<file path="config.mk">
export PLATFORM = sky130hd
export DESIGN_NAME = pipe_mips32_fwd
export DESIGN_NICKNAME = d
export VERILOG_FILES = /design/src/rtl/pipe_mips32_fwd.sv
export SDC_FILE = /design/constraint.sdc
export NUM_CORES = 2
export LEC_CHECK = 0
export BUFFER_PORTS_ARGS = -buffer_cell sky130_fd_sc_hd__clkbuf_2
export CORE_UTILIZATION = 28
export CTS_BUF_LIST = sky130_fd_sc_hd__clkbuf_8 sky130_fd_sc_hd__clkbuf_16
export CTS_CLUSTER_DIAMETER = 40
export CTS_CLUSTER_SIZE = 24
export DETAILED_ROUTE_END_ITERATION = 10
export MAX_ROUTING_LAYER = met4
export SLEW_MARGIN = 40
export SYNTH_ARGS = -nofsm -noshare
export SYNTH_HDL_FRONTEND = slang
export SYNTH_SLANG_ARGS = --single-unit
export TNS_END_PERCENT = 100
</file>
<file path="constraint.sdc">
create_clock -name clk -period 15.2 [get_ports clk]
set_input_delay 1.52 -clock clk [delete_from_list [all_inputs] [get_ports clk]]
set_output_delay 1.52 -clock clk [all_outputs]
set_load 0.005 [all_outputs]
</file>
<file path="src/rtl/pipe_mips32_fwd.sv">
// Single-clock 5-stage MIPS32-subset pipeline with full forwarding, load-use interlock and branch flush.
// Branches resolve in EX; HLT freezes fetch in ID and stops the whole core once it reaches WB.
module pipe_mips32_fwd #(
    parameter int DATA_W  = 32,
    parameter int IMEM_AW = 10,
    parameter int DMEM_AW = 10,
    parameter int CNT_W   = 32
) (
    input  logic               clk,
    input  logic               rst_n,
    output logic [IMEM_AW-1:0] imem_addr,
    input  logic [31:0]        imem_rdata,
    output logic [DMEM_AW-1:0] dmem_addr,
    output logic [DATA_W-1:0]  dmem_wdata,
    output logic               dmem_we,
    input  logic [DATA_W-1:0]  dmem_rdata,
    output logic               halted,
    output logic [CNT_W-1:0]   retire_cnt,
    input  logic [4:0]         dbg_raddr,
    output logic [DATA_W-1:0]  dbg_rdata
);
    localparam logic [5:0] OP_ADD = 6'h00, OP_SUB = 6'h01, OP_AND = 6'h02, OP_OR = 6'h03;
    localparam logic [5:0] OP_SLT = 6'h04, OP_MUL = 6'h05, OP_LW = 6'h08, OP_SW = 6'h09;
    localparam logic [5:0] OP_ADDI = 6'h0A, OP_SUBI = 6'h0B, OP_SLTI = 6'h0C;
    localparam logic [5:0] OP_BNEQZ = 6'h0D, OP_BEQZ = 6'h0E;

    typedef enum logic [2:0] {K_RR, K_RI, K_LW, K_SW, K_BNEQZ, K_BEQZ, K_HLT} kind_t;

    function automatic kind_t decode(input logic [5:0] op);
        kind_t k;
        case (op)
            OP_ADD, OP_SUB, OP_AND, OP_OR, OP_SLT, OP_MUL: k = K_RR;
            OP_ADDI, OP_SUBI, OP_SLTI:                     k = K_RI;
            OP_LW:    k = K_LW;
            OP_SW:    k = K_SW;
            OP_BNEQZ: k = K_BNEQZ;
            OP_BEQZ:  k = K_BEQZ;
            default:  k = K_HLT;
        endcase
        return k;
    endfunction

    logic [IMEM_AW-1:0] pc;
    logic               fetch_stop;
    logic               ifid_valid;
    logic [31:0]        ifid_ir;
    logic [IMEM_AW-1:0] ifid_npc;
    logic               idex_valid, idex_wen;
    kind_t              idex_kind;
    logic [5:0]         idex_op;
    logic [4:0]         idex_rs, idex_rt, idex_dest;
    logic [DATA_W-1:0]  idex_a, idex_b, idex_imm;
    logic [IMEM_AW-1:0] idex_npc;
    logic               exmem_valid, exmem_load, exmem_store, exmem_hlt, exmem_wen;
    logic [4:0]         exmem_dest;
    logic [DATA_W-1:0]  exmem_alu, exmem_sd;
    logic               memwb_valid, memwb_hlt, memwb_wen;
    logic [4:0]         memwb_dest;
    logic [DATA_W-1:0]  memwb_val;
    logic [DATA_W-1:0]  rf [0:31];

    // ---------------- ID ----------------
    kind_t             id_kind;
    logic [4:0]        id_rs, id_rt;
    logic              id_use_rs, id_use_rt, wb_we, load_use, stall, freeze, flush;
    logic [DATA_W-1:0] id_a, id_b;

    assign id_kind   = decode(ifid_ir[31:26]);
    assign id_rs     = ifid_ir[25:21];
    assign id_rt     = ifid_ir[20:16];
    assign id_use_rs = id_kind != K_HLT;
    assign id_use_rt = id_kind == K_RR || id_kind == K_SW;
    assign wb_we     = memwb_valid && memwb_wen && memwb_dest != 5'd0 && !halted;

    // Write-first: the value retiring this cycle is visible to the instruction in ID.
    assign id_a = (wb_we && memwb_dest == id_rs) ? memwb_val : rf[id_rs];
    assign id_b = (wb_we && memwb_dest == id_rt) ? memwb_val : rf[id_rt];

    assign load_use = idex_valid && idex_kind == K_LW && idex_rt != 5'd0 && ifid_valid &&
                      ((id_use_rs && id_rs == idex_rt) || (id_use_rt && id_rt == idex_rt));
    assign stall  = load_use && !flush;
    assign freeze = fetch_stop || (ifid_valid && id_kind == K_HLT && !flush);

    // ---------------- EX ----------------
    logic [DATA_W-1:0]  ex_a, ex_b, ex_res;
    logic               ex_taken;
    logic [IMEM_AW-1:0] ex_target;
    logic               fwd_mem_ok, fwd_wb_ok;

    assign fwd_mem_ok = exmem_valid && exmem_wen && exmem_dest != 5'd0;
    assign fwd_wb_ok  = memwb_valid && memwb_wen && memwb_dest != 5'd0;

    always_comb begin
        ex_a = idex_a;
        ex_b = idex_b;
        if (fwd_wb_ok && memwb_dest == idex_rs)  ex_a = memwb_val;
        if (fwd_mem_ok && exmem_dest == idex_rs) ex_a = exmem_alu;
        if (fwd_wb_ok && memwb_dest == idex_rt)  ex_b = memwb_val;
        if (fwd_mem_ok && exmem_dest == idex_rt) ex_b = exmem_alu;
    end

    always_comb begin
        ex_res   = '0;
        ex_taken = 1'b0;
        case (idex_kind)
            K_RR: begin
                case (idex_op)
                    OP_ADD:  ex_res = ex_a + ex_b;
                    OP_SUB:  ex_res = ex_a - ex_b;
                    OP_AND:  ex_res = ex_a & ex_b;
                    OP_OR:   ex_res = ex_a | ex_b;
                    OP_SLT:  ex_res[0] = $signed(ex_a) < $signed(ex_b);
                    OP_MUL:  ex_res = ex_a * ex_b;
                    default: ex_res = '0;
                endcase
            end
            K_RI: begin
                case (idex_op)
                    OP_ADDI: ex_res = ex_a + idex_imm;
                    OP_SUBI: ex_res = ex_a - idex_imm;
                    OP_SLTI: ex_res[0] = $signed(ex_a) < $signed(idex_imm);
                    default: ex_res = '0;
                endcase
            end
            K_LW, K_SW: ex_res = ex_a + idex_imm;
            K_BNEQZ:    ex_taken = ex_a != '0;
            K_BEQZ:     ex_taken = ex_a == '0;
            default:    ex_res = '0;
        endcase
    end

    assign ex_target = idex_npc + idex_imm[IMEM_AW-1:0];
    assign flush     = idex_valid && ex_taken && !halted;

    // ---------------- outputs ----------------
    assign imem_addr  = pc;
    assign dmem_addr  = exmem_alu[DMEM_AW-1:0];
    assign dmem_wdata = exmem_sd;
    assign dmem_we    = exmem_valid && exmem_store && !halted;
    assign dbg_rdata  = rf[dbg_raddr];

    always_ff @(posedge clk or negedge rst_n) begin
        if (!rst_n) begin
            for (int i = 0; i < 32; i++) rf[i] <= '0;
        end else if (wb_we) begin
            rf[memwb_dest] <= memwb_val;
        end
    end

    always_ff @(posedge clk or negedge rst_n) begin
        if (!rst_n) begin
            pc          <= '0;
            fetch_stop  <= 1'b0;
            halted      <= 1'b0;
            retire_cnt  <= '0;
            ifid_valid  <= 1'b0;
            ifid_ir     <= '0;
            ifid_npc    <= '0;
            idex_valid  <= 1'b0;
            idex_wen    <= 1'b0;
            idex_kind   <= K_RR;
            idex_op     <= '0;
            idex_rs     <= '0;
            idex_rt     <= '0;
            idex_dest   <= '0;
            idex_a      <= '0;
            idex_b      <= '0;
            idex_imm    <= '0;
            idex_npc    <= '0;
            exmem_valid <= 1'b0;
            exmem_load  <= 1'b0;
            exmem_store <= 1'b0;
            exmem_hlt   <= 1'b0;
            exmem_wen   <= 1'b0;
            exmem_dest  <= '0;
            exmem_alu   <= '0;
            exmem_sd    <= '0;
            memwb_valid <= 1'b0;
            memwb_hlt   <= 1'b0;
            memwb_wen   <= 1'b0;
            memwb_dest  <= '0;
            memwb_val   <= '0;
        end else if (!halted) begin
            if (memwb_valid && memwb_hlt) halted <= 1'b1;
            if (memwb_valid && !memwb_hlt) retire_cnt <= retire_cnt + 1'b1;
            if (ifid_valid && id_kind == K_HLT && !flush) fetch_stop <= 1'b1;

            if (flush)        pc <= ex_target;
            else if (!stall && !freeze) pc <= pc + 1'b1;

            if (flush || (freeze && !stall)) begin
                ifid_valid <= 1'b0;
            end else if (!stall) begin
                ifid_valid <= 1'b1;
                ifid_ir    <= imem_rdata;
                ifid_npc   <= pc + 1'b1;
            end

            idex_valid <= ifid_valid && !flush && !stall;
            idex_kind  <= id_kind;
            idex_op    <= ifid_ir[31:26];
            idex_rs    <= id_rs;
            idex_rt    <= id_rt;
            idex_dest  <= (id_kind == K_RR) ? ifid_ir[15:11] : id_rt;
            idex_wen   <= id_kind == K_RR || id_kind == K_RI || id_kind == K_LW;
            idex_a     <= id_a;
            idex_b     <= id_b;
            idex_imm   <= DATA_W'($signed(ifid_ir[15:0]));
            idex_npc   <= ifid_npc;

            exmem_valid <= idex_valid;
            exmem_load  <= idex_kind == K_LW;
            exmem_store <= idex_kind == K_SW;
            exmem_hlt   <= idex_kind == K_HLT;
            exmem_wen   <= idex_wen;
            exmem_dest  <= idex_dest;
            exmem_alu   <= ex_res;
            exmem_sd    <= ex_b;

            memwb_valid <= exmem_valid;
            memwb_hlt   <= exmem_hlt;
            memwb_wen   <= exmem_wen;
            memwb_dest  <= exmem_dest;
            memwb_val   <= exmem_load ? dmem_rdata : exmem_alu;
        end
    end
endmodule

</file>
; ---- Word level (Yosys, flattened, before mapping)
; Memory sizes are Yosys's and may differ from the RTL's.
; Index checks and enable logic that the tools add are counted.
[classes]
div = 0
muxes = 33
n_mul = 1
n_reduce_logical = 58
n_addsub = 7
n_bitwise = 9
shift = 0
n_eq_ne = 28
n_lt_le_gt_ge = 7
[ops]
columns = op, n
row1 = 1024-bit bitwise mux, 1
row2 = 32-bit binary-select mux with 5-bit select, 3
row3 = 32-bit 2-to-1 mux, 14
row4 = 32-bit demux with 5-bit select, 1
row5 = 31-bit one-hot mux with 5 select lines, 1
row6 = 32-bit one-hot mux with 3 select lines, 1
row7 = 32-bit adder, 2
row8 = 32-bit subtractor, 2
row9 = 31-bit one-hot mux with 2 select lines, 1
row10 = 5-bit equality test, 8
row11 = "32-bit by 1-bit adder with 32-bit output, second input constant", 1
row12 = 32-bit bitwise AND, 1
row13 = 32-bit logical NOT, 1
row14 = 32-bit by 16-bit < comparator with 1-bit output, 1
row15 = 32-bit < comparator, 1
row16 = 32-bit by 32-bit multiplier with 32-bit output, 1
row17 = 32-bit OR, 1
row18 = 32-bit nonzero test, 1
row19 = 1-bit logical AND, 31
row20 = "6-bit greater-or-equal comparator, second input constant", 4
row21 = 5-bit inverter with 6-bit output, 4
row22 = 10-bit 2-to-1 mux, 2
row23 = "6-bit by 4-bit equality test with 1-bit output, second input constant", 3
row24 = 5-bit nonzero test, 3
row25 = 27 further kinds, 54
[totals]
in_bits = 71
rom_bits = 48
latchBits = 0
ram_bits = 0
word_cells = 207
out_inout_bits = 118
n_memories = 1
regBits = 1341
[memory_table]
columns = memory, depth, word_bits, read_ports, rd_clocked_by_memory_dff, wr, line
row1 = (name not given), 16, 3, 1, 0, 0, 31  ; case (op)

; ---- Depth between registers and ports, before layout
[logic_depth]
word_depth = 16
ltp_mapped = 41
mapped_depth_nobuf = 36

; ---- Least setup slack after synthesis
; No wires, ideal clock.
[synth_path]
path_type = reg2reg
startpoint = register exmem_dest[3]
endpoint = register exmem_alu[29]
setup_ns = 0.121
path_stages_with_launch = 41
synth_period_minus_slack_ns = 9.066
slack_ns = 6.134
arrival_ns = 8.945
cell_sequence = dfrtp_1 > or4_4 > o211ai_4 > or3_1 > buf_6 > buf_8 > buf_12 > buf_6 > buf_6 > nor2_1 > a21oi_1 > clkbuf_1 > inv_1 > clkbuf_1 > nor2_1 > fa_1 > inv_1 > fa_1 > [... 5 more ...] > fa_1 > inv_1 > fa_1 > fa_1 > ha_1 > a21o_1 > a21o_1 > a21oi_1 > o21bai_1 > a21oi_1 > o2bb2ai_1 > a31oi_1 > a31oi_1 > xor2_1 > o22ai_1 > a31oi_1 > o22ai_1 > a22o_1
[synth_via]
elab_chain_cells = 7
elab_cells_between_ends = 18
[synth_rtl]
columns = element, line
row1 = from (decl), 55  ; logic [4:0] exmem_dest;
row2 = from (signal assigned), 216  ; exmem_dest <= idex_dest;
row3 = 5-bit nonzero test, 90  ; assign fwd_mem_ok = exmem_valid && exmem_wen && exmem_dest != 5'd0;
row4 = 1-bit logical AND, 90
row5 = 1-bit logical AND (*), 99  ; if (fwd_mem_ok && exmem_dest == idex_rt) ex_b = exmem_alu;
row6 = 32-bit 2-to-1 mux (*), 99
row7 = net ex_b[4], 85  ; logic [DATA_W-1:0] ex_a, ex_b, ex_res;
row8 = "32-bit by 32-bit multiplier with 32-bit output, or another cell as far along", 113  ; OP_MUL: ex_res = ex_a * ex_b;
row9 = 31-bit one-hot mux with 5 select lines (*), 107  ; case (idex_op)
row10 = 32-bit one-hot mux with 3 select lines (*), 105  ; case (idex_kind)
row11 = to (signal assigned), 217  ; exmem_alu <= ex_res;
row12 = to (decl), 56  ; logic [DATA_W-1:0] exmem_alu, exmem_sd;
; The timed path passes the listed nets; every way through them passes the cells marked *.
; A chain may end at the register's enable or synchronous reset.

; ---- Worst setup path in the final report
[layout_path]
startpoint = register exmem_dest[3]
endpoint = register exmem_alu[29]
[layout_via]
elab_chain_cells = 7
elab_cells_between_ends = 18
[layout_rtl]
columns = element, line
row1 = 5-bit nonzero test, 90
row2 = 1-bit logical AND, 90
row3 = "1-bit logical AND, on equally long branches", "97, 99"
row4 = "32-bit 2-to-1 mux, on equally long branches", "97, 99"
row5 = "32-bit by 32-bit multiplier with 32-bit output, or another cell as far along", 113
row6 = 31-bit one-hot mux with 5 select lines or 31-bit one-hot mux with 2 select lines (tied branches), "107, 118"
row7 = 32-bit one-hot mux with 3 select lines (*), 105
; Mark *: on every way between the ends. The rest lies on a longest branch, timed or not.

==> key figures <==
Timing
  – Max Slew Vio Count: 0
  – PnR worst setup slack: 4.44 ns
  – Post-route minimum period: 10.76 ns
  – Slew margin rel.: 35.9%
  – Unrepaired setup endpoints after global routing: false
  – Sum of negative setup slack: 0 ns
  – Measured slew at the worst slew-check pin: 0.934 ns
  – Setup Skew: 0.0781 ns
  – Period Utilization, post-route: 70.8%
  – Hold Violations, Final: 0
  – Final setup vio count: 0
  – Fmax: 0.0930 GHz

Logic synthesis
  – Leading area contributor after synthesis: dfrtp_1
  – EDFF count, synth: 0
  – Compound-Gate Fraction of Synth Area: 6.04%
  – Post-Synth Adder-Cell Area: 11.9%
  – XOR/XNOR Fraction of Synth Area: 1.88%
  – Post-synthesis sequential area ratio: 33.5%
  – Synth Instances: 8093
  – Yosys warns: 0
  – Mux contribution to synthesized area: 35.6%
  – Avg Cell Area, Syn: 12.4 µm²
  – Synth top area share: 33.5%
  – Synth Area in Simple Gates: 6.00%
  – Yosys reg bits: 1341
  – Largest family of logic cells by synthesized area: multiplexers
  – Area contributors post-synth: dfrtp_1 (33%), mux4_2 (22%), mux2_2 (12%)
  – Post-Syn Nets: 8870
  – Synthesized cell area: 100000 µm²
  – Ys flop type: dfrtp_1
  – Synth cell types: 114
  – Asr flop ratio synth: 100%

Critical path
  – Reg-to-Reg Start: exmem_dest[3]
  – R2R setup slack: 4.44 ns
  – Crit-path most repeated cell: fa_1
  – R2R depth: 33
  – CP arrival: 11.52 ns
  – Element type at the critical path end: flop
  – CP Data Required Time: 15.96 ns
  – Nature of the critical path startpoint: flop
  – Reg2Reg Capture Point: exmem_alu[29]
  – Slowest CP cell: a31o_2
  – CP max FO: 34
  – Max incr delay on CP: 0.64 ns
  – Setup CP Type: reg -> reg

Clock network
  – Worst-path clk slew: 0.06 ns
  – Clk sinks: 1341
  – TritonCTS Buffers: 237
  – CTS tree: done
  – Root buffer cell: clkbuf_16
  – Clk_lat worst skew: 0.94 ns
  – H-tree depth: 4
  – Longest Clk Path Bufs: 4
  – Hold_buf cts: 0
  – Postcts setup bufs: 0
  – Cts repair resizes: 0

Placement
  – Detail Placement HPWL: 247000 µm
  – I/O Buffers: 188
  – Pre-CTS WS: 4.49 ns
  – Final Wtd Congestion: 0.970
  – Placed insts: 12500

Layout
  – Multi-input gate area: 61900 µm²
  – Non-Filler Instances: 13000
  – Register area: 33600 µm²
  – Final Net Count: 8799
  – Share of layout cells above drive strength 1: 37.5%
  – Area Overhead vs Synth: 15.0%
  – Layout fillers: 35200

Floorplan
  – Core Area: 356000 µm²
  – Total die area: 361000 µm²
  – Initial core utilization: 28.1%
  – Die width: 600 µm
  – FP Rows: 219
  – DIE HEIGHT: 600 µm
  – I/O pin cnt: 189

Power
  – Cell Pwr Density: 130 nW/µm²
  – Peak supply drop: 0.119 mV
  – Overall Power: 15000 µW
  – Leakage: 0.0513 µW

Hold path
  – WHS Endpoint: rf[1001]
  – Hold path start: rf[1001]
  – Worst Hold Path Cells: 0
  – Hold Path Class: reg -> reg

Detailed routing
  – Detailed Routing Iterations Pass 1: 9
  – ANT nets after route: 0
  – WL final: 375000 µm
  – Residual DRC: 6
  – Via Count: 72800
  – Initial DRC Count: 7740
  – Avg WL per Cell: 28.9 µm
  – Drt via density: 5.61

Global route
  – Met1 usage: 25.6%
  – Global-route wire length before repair: 545000 µm
  – Gr usage total: 21.1%
  – Largest net degree at the start of global routing: 146
  – GRT Residual Overflow: 0
  – Initial antenna violation count: 27
  – Met3 usage: 4.39%
  – Number of global-route vias before repair: 75100
  – GR Layer Usage met2: 32.9%
  – Most used routing layer: met2

Run
  – Max-cap check violation count: 0

Status
  – Outcome: finished with violations
  – Failing checks: design-rule violations
[worst max path at each step]
stage	from	endpoint	cells after the start
after detailed placement	exmem_dest[3]	exmem_alu[30]	31
after global placement	memwb_dest[4]	exmem_alu[29]	33
after floorplan	exmem_dest[3]	exmem_alu[29]	40
final	exmem_dest[3]	exmem_alu[29]	33
after global routing	memwb_dest[4]	exmem_alu[29]	34
after CTS	exmem_dest[3]	exmem_alu[30]	31
[layout by cell type, fill, tap and decap left out, types with 31 or more instances in the layout]
cell / instances
a21o_1: 48
a21oi_1: 214
buf_4: 166
buf_6: 41
bufinv_16: 38
clkbuf_16: 243
clkbuf_2: 182
clkinv_2: 44
clkinvlp_4: 31
dfrtp_1: 1327
fa_1: 413
ha_1: 293
inv_1: 558
mux2_2: 1108
mux2i_1: 140
mux4_2: 960
nand2_1: 559
nand3_1: 72
nor2_1: 479
nor3_1: 37
nor4_1: 41
o21ai_0: 320
o21bai_1: 33
o221ai_1: 32
xnor2_1: 136
xor2_1: 55
[worst max-delay path, delay by kind of cell, from the launching register on]
family	cells	cell delay, ns
AOI/OAI and AO/OA	13	2.95
adders and majority gates	10	4.44
DFF	1	0.44
and+or+nand+nor	2	1.06
xor gates and xnor gates	1	0.19
buffers and inverters	7	1.49
[Yosys cell counts (all sizes together), types with 39 or more instances]
cell,number
dfrtp,1341
mux2,1114
mux4,960
nand2,578
inv,558
clkbuf,540
nor2,501
fa,413
o21ai,353
ha,293
a21oi,219
buf,188
mux2i,151
xnor2,139
nand3,74
xor2,55
a21o,54
nor4,45
nor3,39
[power breakdown]
part	total, µW	switching (µW)	internal [µW]	leakage, µW
Combinational	4710	2990	1720	0.0287
Sequential	4540	677	3860	0.0184
Clock	5710	2060	3650	0.00419
Total	15000	5720	9230	0.0513
[sequential cells by signal, summed over array words and instances, names as in the netlist, 32 cells and up]
| register | flops |
|---|---|
| rf | 1024 |
| dmem_wdata | 32 |
| exmem_alu | 32 |
| idex_a | 32 |
| idex_b | 32 |
| ifid_ir | 32 |
| memwb_val | 32 |
| retire_cnt | 32 |
[metrics by stage]
step	instance area [µm²]	util, %	hold slack [ns]
final	115000	32.4	0.417
after global routing	115000	32.4	0.424
after CTS	115000	32.3	0.414
after detailed placement	107000	29.9	0.402
after global placement	106000	29.8	0.393
after floorplan	100000	-	0.428
[layout make-up]
type	instances	share of cell area, %
Timing Repair Buffer	418	2.81
Clock buffer	259	5.46
Inverter	567	1.86
Clock inverter	182	1.92
Tap cell	4751	5.15
Sequential cell	1341	29.1
Antenna cell	9	0.0195
Multi-Input combinational cell	5457	53.6
[cells by family after synthesis]
group           count (synthesis)
simple gates                 1383
fa+ha+maj                     706
compound gates                942
buf+inv                      1295
flops                        1341
xor+xnor                      201
mux                          2225
[metal layers]
metal / vias up / wire (µm)
met5: - / 0
met1: 38600 / 143000
met2: 3846 / 176000
met3: 989 / 32200
met4: 0 / 23700
li1: 29400 / -
Note: power is estimated with default switching activity, not from simulation.
